**src/rtl/sine_taylor_pkg.sv**
```systemverilog
// sine_taylor_pkg: shared widths, default core latency and scheduler state encoding
package sine_taylor_pkg;
    localparam int ARG_W        = 12;
    localparam int RES_W        = 16;
    localparam int CORE_LAT_DEF = 4;
    typedef enum logic [1:0] {S_IDLE, S_ISSUE, S_WAIT, S_RESP} state_e;
endpackage

```
**src/rtl/sine_taylor_rr_arb.sv**
```systemverilog
// sine_taylor_rr_arb: combinational round-robin picker, first valid at or above rr_ptr_i with wrap
module sine_taylor_rr_arb #(
    parameter int NUM_REQ = 4,
    parameter int IDX_W   = $clog2(NUM_REQ)
) (
    input  logic [NUM_REQ-1:0] req_vld_i,
    input  logic [IDX_W-1:0]   rr_ptr_i,
    output logic [NUM_REQ-1:0] gnt_o,
    output logic [IDX_W-1:0]   gnt_idx_o,
    output logic               any_o
);
    localparam logic [IDX_W:0] N = (IDX_W+1)'(NUM_REQ);
    logic [IDX_W:0]   sum;
    logic [IDX_W-1:0] idx;
    always_comb begin
        gnt_idx_o = '0;
        sum       = '0;
        idx       = '0;
        // scan from farthest to nearest so the closest valid requester wins
        for (int i = NUM_REQ - 1; i >= 0; i--) begin
            sum = {1'b0, rr_ptr_i} + (IDX_W+1)'(i);
            idx = IDX_W'(sum >= N ? sum - N : sum);
            gnt_idx_o = req_vld_i[idx] ? idx : gnt_idx_o;
        end
        any_o = |req_vld_i;
        gnt_o = any_o ? NUM_REQ'(1) << gnt_idx_o : '0;
    end
endmodule

```
**src/rtl/sine_taylor_sched.sv**
```systemverilog
// sine_taylor_sched: round-robin sharing of one fixed-latency sine_taylor core among NUM_REQ requesters
module sine_taylor_sched
    import sine_taylor_pkg::*;
#(
    parameter int INT_BITS_I = ARG_W,
    parameter int INT_BITS_O = RES_W,
    parameter int NUM_REQ    = 4,
    parameter int CORE_LAT   = CORE_LAT_DEF
) (
    input  logic                          clk_i,
    input  logic                          srst_i,
    input  logic [NUM_REQ-1:0]            req_vld_i,
    input  logic [NUM_REQ*INT_BITS_I-1:0] req_x_i,
    output logic [NUM_REQ-1:0]            req_rdy_o,
    output logic [NUM_REQ-1:0]            rsp_vld_o,
    output logic [INT_BITS_O-1:0]         rsp_sinx_o,
    input  logic [NUM_REQ-1:0]            rsp_rdy_i,
    output logic [INT_BITS_I-1:0]         core_x_o,
    output logic                          core_arg_vld_o,
    input  logic [INT_BITS_O-1:0]         core_sinx_i,
    output logic                          busy_o
);
    localparam int IDX_W = $clog2(NUM_REQ);
    localparam int LAT_W = (CORE_LAT > 1) ? $clog2(CORE_LAT) : 1;
    localparam logic [IDX_W-1:0] LAST = IDX_W'(NUM_REQ - 1);

    state_e                  state_q;
    logic [IDX_W-1:0]        rr_ptr_q, gnt_q, gnt_idx;
    logic [NUM_REQ-1:0]      gnt;
    logic                    any_req;
    logic [INT_BITS_I-1:0]   x_q, x_sel;
    logic [INT_BITS_O-1:0]   res_q;
    logic [LAT_W-1:0]        lat_q;

    sine_taylor_rr_arb #(.NUM_REQ(NUM_REQ), .IDX_W(IDX_W)) u_arb (
        .req_vld_i (req_vld_i),
        .rr_ptr_i  (rr_ptr_q),
        .gnt_o     (gnt),
        .gnt_idx_o (gnt_idx),
        .any_o     (any_req)
    );

    always_comb begin
        x_sel = '0;
        for (int i = 0; i < NUM_REQ; i++)
            x_sel = (gnt_idx == IDX_W'(i)) ? req_x_i[i*INT_BITS_I +: INT_BITS_I] : x_sel;
    end

    always_ff @(posedge clk_i) begin
        if (srst_i) begin
            state_q  <= S_IDLE;
            rr_ptr_q <= '0;
            gnt_q    <= '0;
            x_q      <= '0;
            res_q    <= '0;
            lat_q    <= '0;
        end else begin
            case (state_q)
                S_IDLE: if (any_req) begin
                    x_q      <= x_sel;
                    gnt_q    <= gnt_idx;
                    rr_ptr_q <= (gnt_idx == LAST) ? '0 : gnt_idx + 1'b1;
                    state_q  <= S_ISSUE;
                end
                S_ISSUE: begin
                    lat_q   <= LAT_W'(CORE_LAT - 1);
                    state_q <= S_WAIT;
                end
                // the core has no valid flag, so its output is trusted only when the count expires
                S_WAIT: if (lat_q == '0) begin
                    res_q   <= core_sinx_i;
                    state_q <= S_RESP;
                end else begin
                    lat_q <= lat_q - 1'b1;
                end
                S_RESP: if (rsp_rdy_i[gnt_q]) state_q <= S_IDLE;
                default: state_q <= S_IDLE;
            endcase
        end
    end

    assign req_rdy_o      = (state_q == S_IDLE) ? gnt : '0;
    assign rsp_vld_o      = (state_q == S_RESP) ? NUM_REQ'(1) << gnt_q : '0;
    assign rsp_sinx_o     = res_q;
    assign core_x_o       = x_q;
    assign core_arg_vld_o = (state_q == S_ISSUE);
    assign busy_o         = (state_q != S_IDLE);
endmodule

```
**config.mk**
```make
export PLATFORM = sky130hd
export DESIGN_NAME = sine_taylor_sched
export DESIGN_NICKNAME = d
export VERILOG_FILES = /design/src/rtl/sine_taylor_pkg.sv /design/src/rtl/sine_taylor_rr_arb.sv /design/src/rtl/sine_taylor_sched.sv
export SDC_FILE = /design/constraint.sdc
export NUM_CORES = 1
export LEC_CHECK = 0
export BUFFER_PORTS_ARGS = -buffer_cell sky130_fd_sc_hd__clkbuf_2
export CORE_MARGIN = 10
export CORE_UTILIZATION = 48
export CTS_CLUSTER_SIZE = 10
export DETAILED_ROUTE_END_ITERATION = 12
export HOLD_SLACK_MARGIN = 0.12
export MAX_ROUTING_LAYER = met4
export PLACE_DENSITY_LB_ADDON = 0.2
export SLEW_MARGIN = 20
export SYNTH_ARGS = -nofsm -noshare
export SYNTH_HDL_FRONTEND = slang
export SYNTH_HIERARCHICAL = 1
export SYNTH_SLANG_ARGS = --single-unit
```
**constraint.sdc**
```tcl
create_clock -name clk_i -period 4.25 [get_ports clk_i]
set_clock_uncertainty 0.1 [all_clocks]
set_input_delay 1.275 -clock clk_i [delete_from_list [all_inputs] [get_ports clk_i]]
set_output_delay 1.275 -clock clk_i [all_outputs]
set_load 0.02 [all_outputs]
```
After elaboration in Yosys (flattened, before gate mapping):

Index checks and enable logic that the tools add are counted.

* register bits after elaboration: 36
* output and inout bits: 38

* $add $sub $neg: 9
* magnitude comparators: 9
* equal/unequal tests: 10
* shifts and indexed selects: 2
* mux-type cells: 32
* reductions and logical operators: 10

Operators by type and width (count)
* two-way mux 12 bit: 4
* two-way mux 2 bit: 13
* less-than comparator 2 x 3 -> 1 bit (second input constant): 5
* two-way mux 4 bit: 3
* binary-select mux 1 bit (select 2 bit): 5
* subtractor 2 x 1 -> 2 bit (second input constant): 5
* greater-or-equal comparator 3 bit (second input constant): 3
* == test 2 bit (second input constant): 4
* inequality test 2 bit (second input constant): 4
* case mux 2 bit (4 select lines): 1
* << shifter 1 x 2 -> 4 bit (first input constant): 2
* adder 2 x 2 -> 3 bit (second input constant): 2
* zero test 2 bit: 3
* AND reduction 2 bit: 3
* two-way mux 1 bit: 5
* == test 2 x 1 -> 1 bit (second input constant): 2
* case mux 2 bit (2 select lines): 1
* nonzero test 2 bit: 2
* OR reduction 4 bit: 1
* adder 2 x 1 -> 3 bit (second input constant): 1
* greater-or-equal comparator 2 x 3 -> 1 bit (second input constant): 1
* AND reduction 3 bit: 1
* adder 2 x 1 -> 2 bit (second input constant): 1

Logic depth before layout (Yosys ltp):

Gate-level depths: netlist (run 1).

* word-level depth: 14
* mapped depth: 11
* gate-level depth less buffers: 9

By module:

Netlist (run 1), hierarchy kept.

Modules (own cells, without submodules)
* sine_taylor_sched: times used 1, cells each 259, area an instance 1875.5 µm², seq. area each 720.7 µm²
* sine_taylor_rr_arb: times used 1, cells each 33, area an instance 211.5 µm², seq. area each 0.0 µm²

Least setup slack after synthesis (run 1):

Ideal clock, no wire load.

* kind: input port to output port
* start: input port req_vld_i[1]
* end: output port req_rdy_o[0]
* arrival: 2.001 ns
* data required time: 2.875 ns
* slack: 0.874 ns
* stages on the path: 5
* buffers on the path: 1
* cells stage by stage: buf_4 -> o2bb2ai_1 -> a22o_1 -> and2_1 -> and2_1

* longest elaborated chain between the ends: 9
* elaborated cells on any way between the ends: 16

RTL lines
* start, declared: RTL line sine_taylor_sched.sv:12 `input logic [NUM_REQ-1:0] req_vld_i,`
* binary-select mux 1 bit (select 2 bit): RTL line sine_taylor_rr_arb.sv:23 `gnt_idx_o = req_vld_i[idx] ? idx : gnt_idx_o;`
* two-way mux 1 bit (not written as such): RTL line sine_taylor_rr_arb.sv:23
* two-way mux 2 bit (4 in a row): RTL line sine_taylor_rr_arb.sv:23
* << shifter 1 x 2 -> 4 bit: RTL line sine_taylor_rr_arb.sv:26 `gnt_o = any_o ? NUM_REQ'(1) << gnt_idx_o : '0;`
* two-way mux 4 bit *: RTL line sine_taylor_rr_arb.sv:26
* named net gnt[0]: RTL line sine_taylor_sched.sv:29 `logic [NUM_REQ-1:0] gnt;`
* two-way mux 4 bit *: RTL line sine_taylor_sched.sv:82 `assign req_rdy_o = (state_q == S_IDLE) ? gnt : '0;`
* end, declared: RTL line sine_taylor_sched.sv:14 `output logic [NUM_REQ-1:0] req_rdy_o,`

The timed path passes the listed nets; every way through them passes the cells marked *. The select of a mux whose other input is x is not followed.

Final worst setup path (run 1):

* start: input port req_vld_i[2]
* end: output port req_rdy_o[0]

The elaborated chain is that of the path after synthesis.

==> results.py, run 1 <==
metrics = {
    "run_status": {
        "outcome": "completed",
    },
    "floorplan": {
        "dieArea_mm2": 0.00739,
        "core_mm2": 0.00412,
        "start_util": 0.507,
        "fp.dieW_um": 85.9,
        "fp-row-count": 23,
        "ioPinCount": 112,
        "fp.dieH_um": 85.9,
    },
    "synth": {
        "ys_warn_count": 6,
        "synth_area_leaders": "dfxtp_1, a21oi_1, nand2_1, o21ai_1, a221oi_1",
        "synth_cell_types": 31,
        "synthCells": 292,
        "synth_largest_area_cell": "dfxtp_1",
        "synth_area_mm2": 0.00209,
        "syn-mean-instance-area_um2": 7.15,
        "synth_enable_flop_cells": 0,
        "synth-seq-cells": 36,
        "seq_area_frac_synth": 0.345,
        "syn_nets": 375,
        "synth-async-reset-ratio": 0,
        "ys.flop_type": "dfxtp_1",
        "synth_top_area_share": 0.345,
    },
    "clock_network": {
        "cts_setup_buffers": 0,
        "cts_resized": 0,
        "clkTransAtPathRegs_ns": 0.07,
        "clock_path_buffers": 2,
        "clk_latency_ns": 0.28,
        "cts_tree": "done",
        "cts_root_buf": "clkbuf_8",
        "cts_max_level": 2,
        "clock-sinks": 36,
        "cts_buffers": 5,
        "ctsHoldBuffers": 0,
    },
    "layout": {
        "fillerInstances": 392,
        "layout_common_cells": "clkbuf_2, nand2_1, a21oi_1, dfxtp_1, o21ai_1",
        "finish.net_count": 474,
        "regArea_um2": 721,
        "antenna_cells": 0,
        "stdcell_count": 441,
        "multi_input_area_mm2": 0.00116,
        "area_growth_pct": 29.1,
        "layout_commonest_cell": "clkbuf_2",
        "drive_gt1_frac": 0.320,
    },
    "detailed_routing": {
        "wirelength_um": 6400,
        "viasPerCell": 5.14,
        "dr.first_iter.drc_count": 211,
        "dr.pass1.iters": 4,
        "vias": 2267,
        "post_drt_wl_per_cell_um": 14.5,
        "drc": 0,
        "final_antenna_net_count": 0,
    },
    "placement": {
        "placed_cells": 434,
        "gp_congestion": 0.831,
        "dpl.hpwl_um": 5090,
        "port_buffers": 111,
    },
    "worst_setup_path": {
        "critPathKind": "in2out",
        "reg2reg_depth": 9,
        "r2r-start": "rr_ptr_q[1]",
        "path_max_fanout": 10,
        "critPathLaunch": "req_vld_i[2]",
        "end_kind": "primary output",
        "cp-start-kind": "input pin",
        "crit_arrival_ns": 2.23,
        "crit_required_ns": 2.87,
    },
    "timing": {
        "maxSlewViolCount": 0,
        "slew_headroom": 0.482,
        "setup_viol": 0,
        "tightestPinTransition_ns": 0.777,
        "hold_viol_final": 0,
        "tns_ns": 0,
        "rsz0062_at_grt": "no",
        "post-route-period-util": 0.849,
        "timing.fmax_mhz": 277,
        "post-route-min-period_ns": 3.61,
    },
    "worst_hold_path": {
        "min_path_cells": 2,
        "min_path_type": "reg2reg",
        "hp-start": "rsp_sinx_o[10]",
    },
    "global_route": {
        "grt_pass1_wl_um": 10500,
        "grt_max_degree": 26,
        "first_global_vias": 2267,
        "grt_usage": 0.175,
        "gr-total-overflow": 0,
        "antenna_found_initial": 0,
    },
    "flow_run": {
        "maxCapViolations": 0,
    },
    "pwr": {
        "power_density_mw_per_mm2": 632,
        "peakVddDrop_mv": 0.419,
        "p_leak_nw": 1.32,
    },
}
[per-layer routing]
layer | share of wire | track usage
met5 | 0 | -
met4 | 0.015 | 0.0419
met3 | 0.059 | 0.0596
met2 | 0.52 | 0.299
met1 | 0.41 | 0.190
[worst paths after layout]
check / end / slack (ns)
worst min register to register: rsp_sinx_o[10] / 0.36
worst max-delay path: req_rdy_o[0] / 0.64
worst max register to register: core_x_o[2] / 1.44
worst min-delay path: rsp_sinx_o[10] / 0.36
[sequential cells by signal, indices dropped and copies added (netlist names)]
name        count
core_x_o       12
rr_ptr_q        2
state_q         2
gnt_q           2
lat_q           2
rsp_sinx_o     16
[through the flow]
| step | instance area [um^2] | hold slack (ns) | utilization | power [mW] | setup slack [ns] |
|---|---|---|---|---|---|
| 2_1_floorplan | 2090 | 0.344 | - | 1.22 | 0.874 |
| 3_5_place_dp | 2600 | 0.346 | 0.631 | 1.46 | 0.591 |
| 5_1_grt | 2690 | 0.388 | 0.655 | 1.85 | 0.578 |
| 4_1_cts | 2690 | 0.355 | 0.655 | 1.72 | 0.646 |
| 6_report | 2690 | 0.356 | 0.655 | 1.70 | 0.642 |
| 3_3_place_gp | 2600 | 0.341 | 0.631 | 1.44 | 0.671 |
[layout make-up]
type                            instances  share of cell area
Inverter                               25              0.0348
Sequential cell                        36               0.268
Tap cell                               50              0.0232
Multi-Input combinational cell        211               0.430
Timing Repair Buffer                  112               0.209
Clock buffer                            7              0.0358
[synth_stat cells, types with 6 or more instances]
library cell	number
and2_1	8
a221oi_1	13
a21oi_1	48
inv_1	24
o21ai_0	6
dfxtp_1	36
o21ai_1	25
ha_1	9
buf_2	11
nor2_1	22
nand2_1	56
[cell families after synthesis]
logic type | share of synthesized area
simple gates | 0.192
flops | 0.345
mux | 0.00959
compound gates | 0.299
fa+ha+maj | 0.0540
buf+inv | 0.100
[where the power goes]
part / switching [mW] / internal, mW / total, mW
clock: 0.113 / 0.144 / 0.257
combinational: 0.584 / 0.334 / 0.917
sequential: 0.0797 / 0.449 / 0.529
total: 0.776 / 0.927 / 1.70
[worst max-delay path: stages]
cell,delay (ns)
clkbuf_2,0.18
o2bb2ai_1,0.10
a22o_1,0.24
and2_1,0.14
and2_1,0.14
clkbuf_2,0.15
Power figures use the tool's default switching activity.
==> inputs of run 2 (changes only) <==
--- a/config.mk
+++ b/config.mk
@@ -5,9 +5,10 @@
 export SDC_FILE = /design/constraint.sdc
 export NUM_CORES = 1
 export LEC_CHECK = 0
+export ABC_AREA = 1
 export BUFFER_PORTS_ARGS = -buffer_cell sky130_fd_sc_hd__clkbuf_2
 export CORE_MARGIN = 10
-export CORE_UTILIZATION = 48
+export CORE_UTILIZATION = 45
 export CTS_CLUSTER_SIZE = 10
 export DETAILED_ROUTE_END_ITERATION = 12
 export HOLD_SLACK_MARGIN = 0.12
==> constraint.sdc (replaced) <==
create_clock -name clk_i -period 3.5 [get_ports clk_i]
set_clock_uncertainty 0.1 [all_clocks]
set_input_delay 1.05 -clock clk_i [delete_from_list [all_inputs] [get_ports clk_i]]
set_output_delay 1.05 -clock clk_i [all_outputs]
set_load 0.02 [all_outputs]
==> run 2 against run 1 <==
Power is 70% higher; flip-flop and latch count did not move; sequential share of layout area down 1.1 points; clock power increased by 39%; area after synthesis increased by 2.2%; critical path depth increased by 7; worst setup slack got worse by 0.51 ns; hold slack improved by 0.0048 ns; via count up 3.4%; synthesized cell count is 7.9% higher; largest cell class unchanged; largest power group unchanged; highest routed layer unchanged.
==> results.py, run 2 <==
metrics = {
    "run_status": {
        "outcome": "completed",
    },
    "layout": {
        "largest_reg_flops": 16,
        "stdcell_count": 473,
        "layout_common_cells": "clkbuf_2, nand2_1, nor2_1, a21oi_1, dfxtp_1",
        "area_growth_pct": 31.7,
        "drive_gt1_frac": 0.356,
        "layout_commonest_cell": "clkbuf_2",
        "antenna_cells": 0,
        "utilization": 0.628,
        "finish.net_count": 503,
    },
    "clock_network": {
        "cts_buffers": 5,
        "clock_path_buffers": 2,
        "cts_root_buf": "clkbuf_8",
        "clock-sinks": 36,
        "clkTransAtPathRegs_ns": 0.07,
        "cts_max_level": 2,
        "cts_tree": "done",
        "ctsHoldBuffers": 0,
        "clk_latency_ns": 0.28,
    },
    "synth": {
        "synth_largest_area_cell": "dfxtp_1",
        "synth_top_area_share": 0.338,
        "synth-seq-cells": 36,
        "ys_warn_count": 6,
        "seq_area_frac_synth": 0.338,
        "ys.flop_type": "dfxtp_1",
        "synth_enable_flop_cells": 0,
        "synth_area_leaders": "dfxtp_1, nand2_1, a21oi_1, nor2_1, o21ai_0",
        "synthCells": 315,
        "synth_common_cells": "nand2_1, a21oi_1, nor2_1, dfxtp_1, o21ai_0",
        "synthMostInstantiatedCell": "nand2_1",
        "syn_nets": 398,
        "synth_cell_types": 27,
        "synth_area_mm2": 0.00213,
        "syn-mean-instance-area_um2": 6.77,
        "synth-async-reset-ratio": 0,
    },
    "timing": {
        "hold_viol_final": 0,
        "timing.fmax_mhz": 297,
        "slew_headroom": 0.417,
        "post-route-min-period_ns": 3.36,
        "maxSlewViolCount": 0,
        "hold_slack_ns": 0.361,
        "tightestPinTransition_ns": 0.873,
        "post-route-period-util": 0.961,
        "setup_ws_ns": 0.135,
        "setup_viol": 0,
    },
    "worst_setup_path": {
        "crit_arrival_ns": 2.21,
        "critPathKind": "in2out",
        "reg2reg_depth": 12,
        "cp-start-kind": "input pin",
        "r2r-start": "rr_ptr_q[0]",
        "rrSetupSlack_ns": 0.81,
        "r2r_end": "core_x_o[6]",
        "end_kind": "primary output",
        "crit_required_ns": 2.35,
        "critPathLaunch": "req_vld_i[1]",
        "critical-path-slowest-cell": "clkbuf_2",
        "cpPeakStageDelay_ns": 0.16,
        "worstPathCellList": "clkbuf_2 -> inv_1 -> nand2_2 -> nand3_2 -> nand2_1 -> inv_2 -> nand3_2 -> nand2_4 -> nand2_1 -> inv_1 -> nand2_1 -> inv_1 -> clkbuf_2",
        "path_max_fanout": 7,
        "crit_end": "req_rdy_o[1]",
    },
    "floorplan": {
        "start_util": 0.477,
        "dieArea_mm2": 0.00789,
        "fp-row-count": 24,
        "ioPinCount": 112,
        "fp.dieH_um": 88.9,
        "core_mm2": 0.00447,
        "fp.dieW_um": 88.9,
    },
    "pwr": {
        "p_leak_nw": 1.50,
        "p_total_mw": 2.90,
        "power_density_mw_per_mm2": 1030,
        "peakVddDrop_mv": 0.532,
    },
    "placement": {
        "gp_congestion": 0.899,
        "pre_cts_ws_ns": 0.126,
        "dpl.hpwl_um": 4940,
        "placed_cells": 464,
        "port_buffers": 111,
    },
    "global_route": {
        "first_global_vias": 2132,
        "antenna_found_initial": 0,
        "grt_usage": 0.154,
        "grt_pass1_wl_um": 9600,
        "gr-total-overflow": 0,
        "grt_max_degree": 35,
    },
    "detailed_routing": {
        "final_antenna_net_count": 0,
        "wirelength_um": 6260,
        "post_drt_wl_per_cell_um": 13.2,
        "dr.first_iter.drc_count": 82,
        "drc": 0,
        "vias": 2343,
        "dr.pass1.iters": 4,
        "viasPerCell": 4.95,
    },
    "flow_run": {
        "maxCapViolations": 0,
    },
    "worst_hold_path": {
        "min_path_type": "reg2reg",
    },
}
==> run 2: changes by cell type in the layout (fill, tap and decap cells not counted), sizes merged, moves of 3 or more <==
cell	delta
a21oi	-6
nand3	+14
nor2b	-4
o21ai	+3
inv	+9
o211ai	+12
and2	-8
nor2	+21
a221oi	-13
nand2	+12
==> run 2: layer usage <==
metal  part of all wire  track usage
met2               0.49        0.239
met4             0.0050       0.0308
met3              0.073       0.0542
met1               0.43        0.189
met5                  0            -
==> run 2: cell families after synthesis <==
kind of cell / after synthesis / share of synthesized area
compound gates: 90 / 0.229
buf+inv: 49 / 0.106
flops: 36 / 0.338
fa+ha+maj: 9 / 0.0528
simple gates: 131 / 0.274
==> run 2: how the worst min path moves through the flow <==
stage,startpoint,endpoint,depth (start not counted)
after floorplan,lat_q[1],lat_q[1],2
after global placement,lat_q[1],lat_q[1],2
after detailed placement,lat_q[1],lat_q[1],2
after CTS,lat_q[1],lat_q[1],2
after global routing,lat_q[1],lat_q[1],2
final,lat_q[1],lat_q[1],2
==> run 2: report_power, final <==
| part | internal (mW) | total (mW) | leakage (nW) | switching, mW |
|---|---|---|---|---|
| Sequential | 0.561 | 0.670 | 0.297 | 0.110 |
| Clock | 0.211 | 0.356 | 0.0552 | 0.144 |
| Combinational | 0.659 | 1.87 | 1.15 | 1.21 |
==> run 2: repair_timing <==
item                       4_1_cts  5_1_grt
setup endpoints to repair        0        4
resized for setup                0        8
setup buffers                    0        1
==> run 2: area by class of cell <==
cell class,instances,area (um^2)
Fill cell,420,1660
Timing Repair Buffer,113,573
Clock inverter,2,35.0
Inverter,34,130
Tap cell,52,65.1
Sequential cell,36,721
Clock buffer,6,72.6
Multi-Input combinational cell,230,1210
==> run 2: critical path: cells and delay by family <==
kind / cells / cell delay [ns]
simple gates: 7 / 0.60
buf+inv: 6 / 0.57
==> run 2: per-stage QoR <==
| stage | area, um^2 | setup TNS, ns |
|---|---|---|
| 2_1_floorplan | 2130 | 0 |
| 3_3_place_gp | 2670 | 0 |
| 3_5_place_dp | 2670 | 0 |
| 4_1_cts | 2770 | 0 |
| 5_1_grt | 2810 | -0.0146 |
| 6_report | 2810 | 0 |
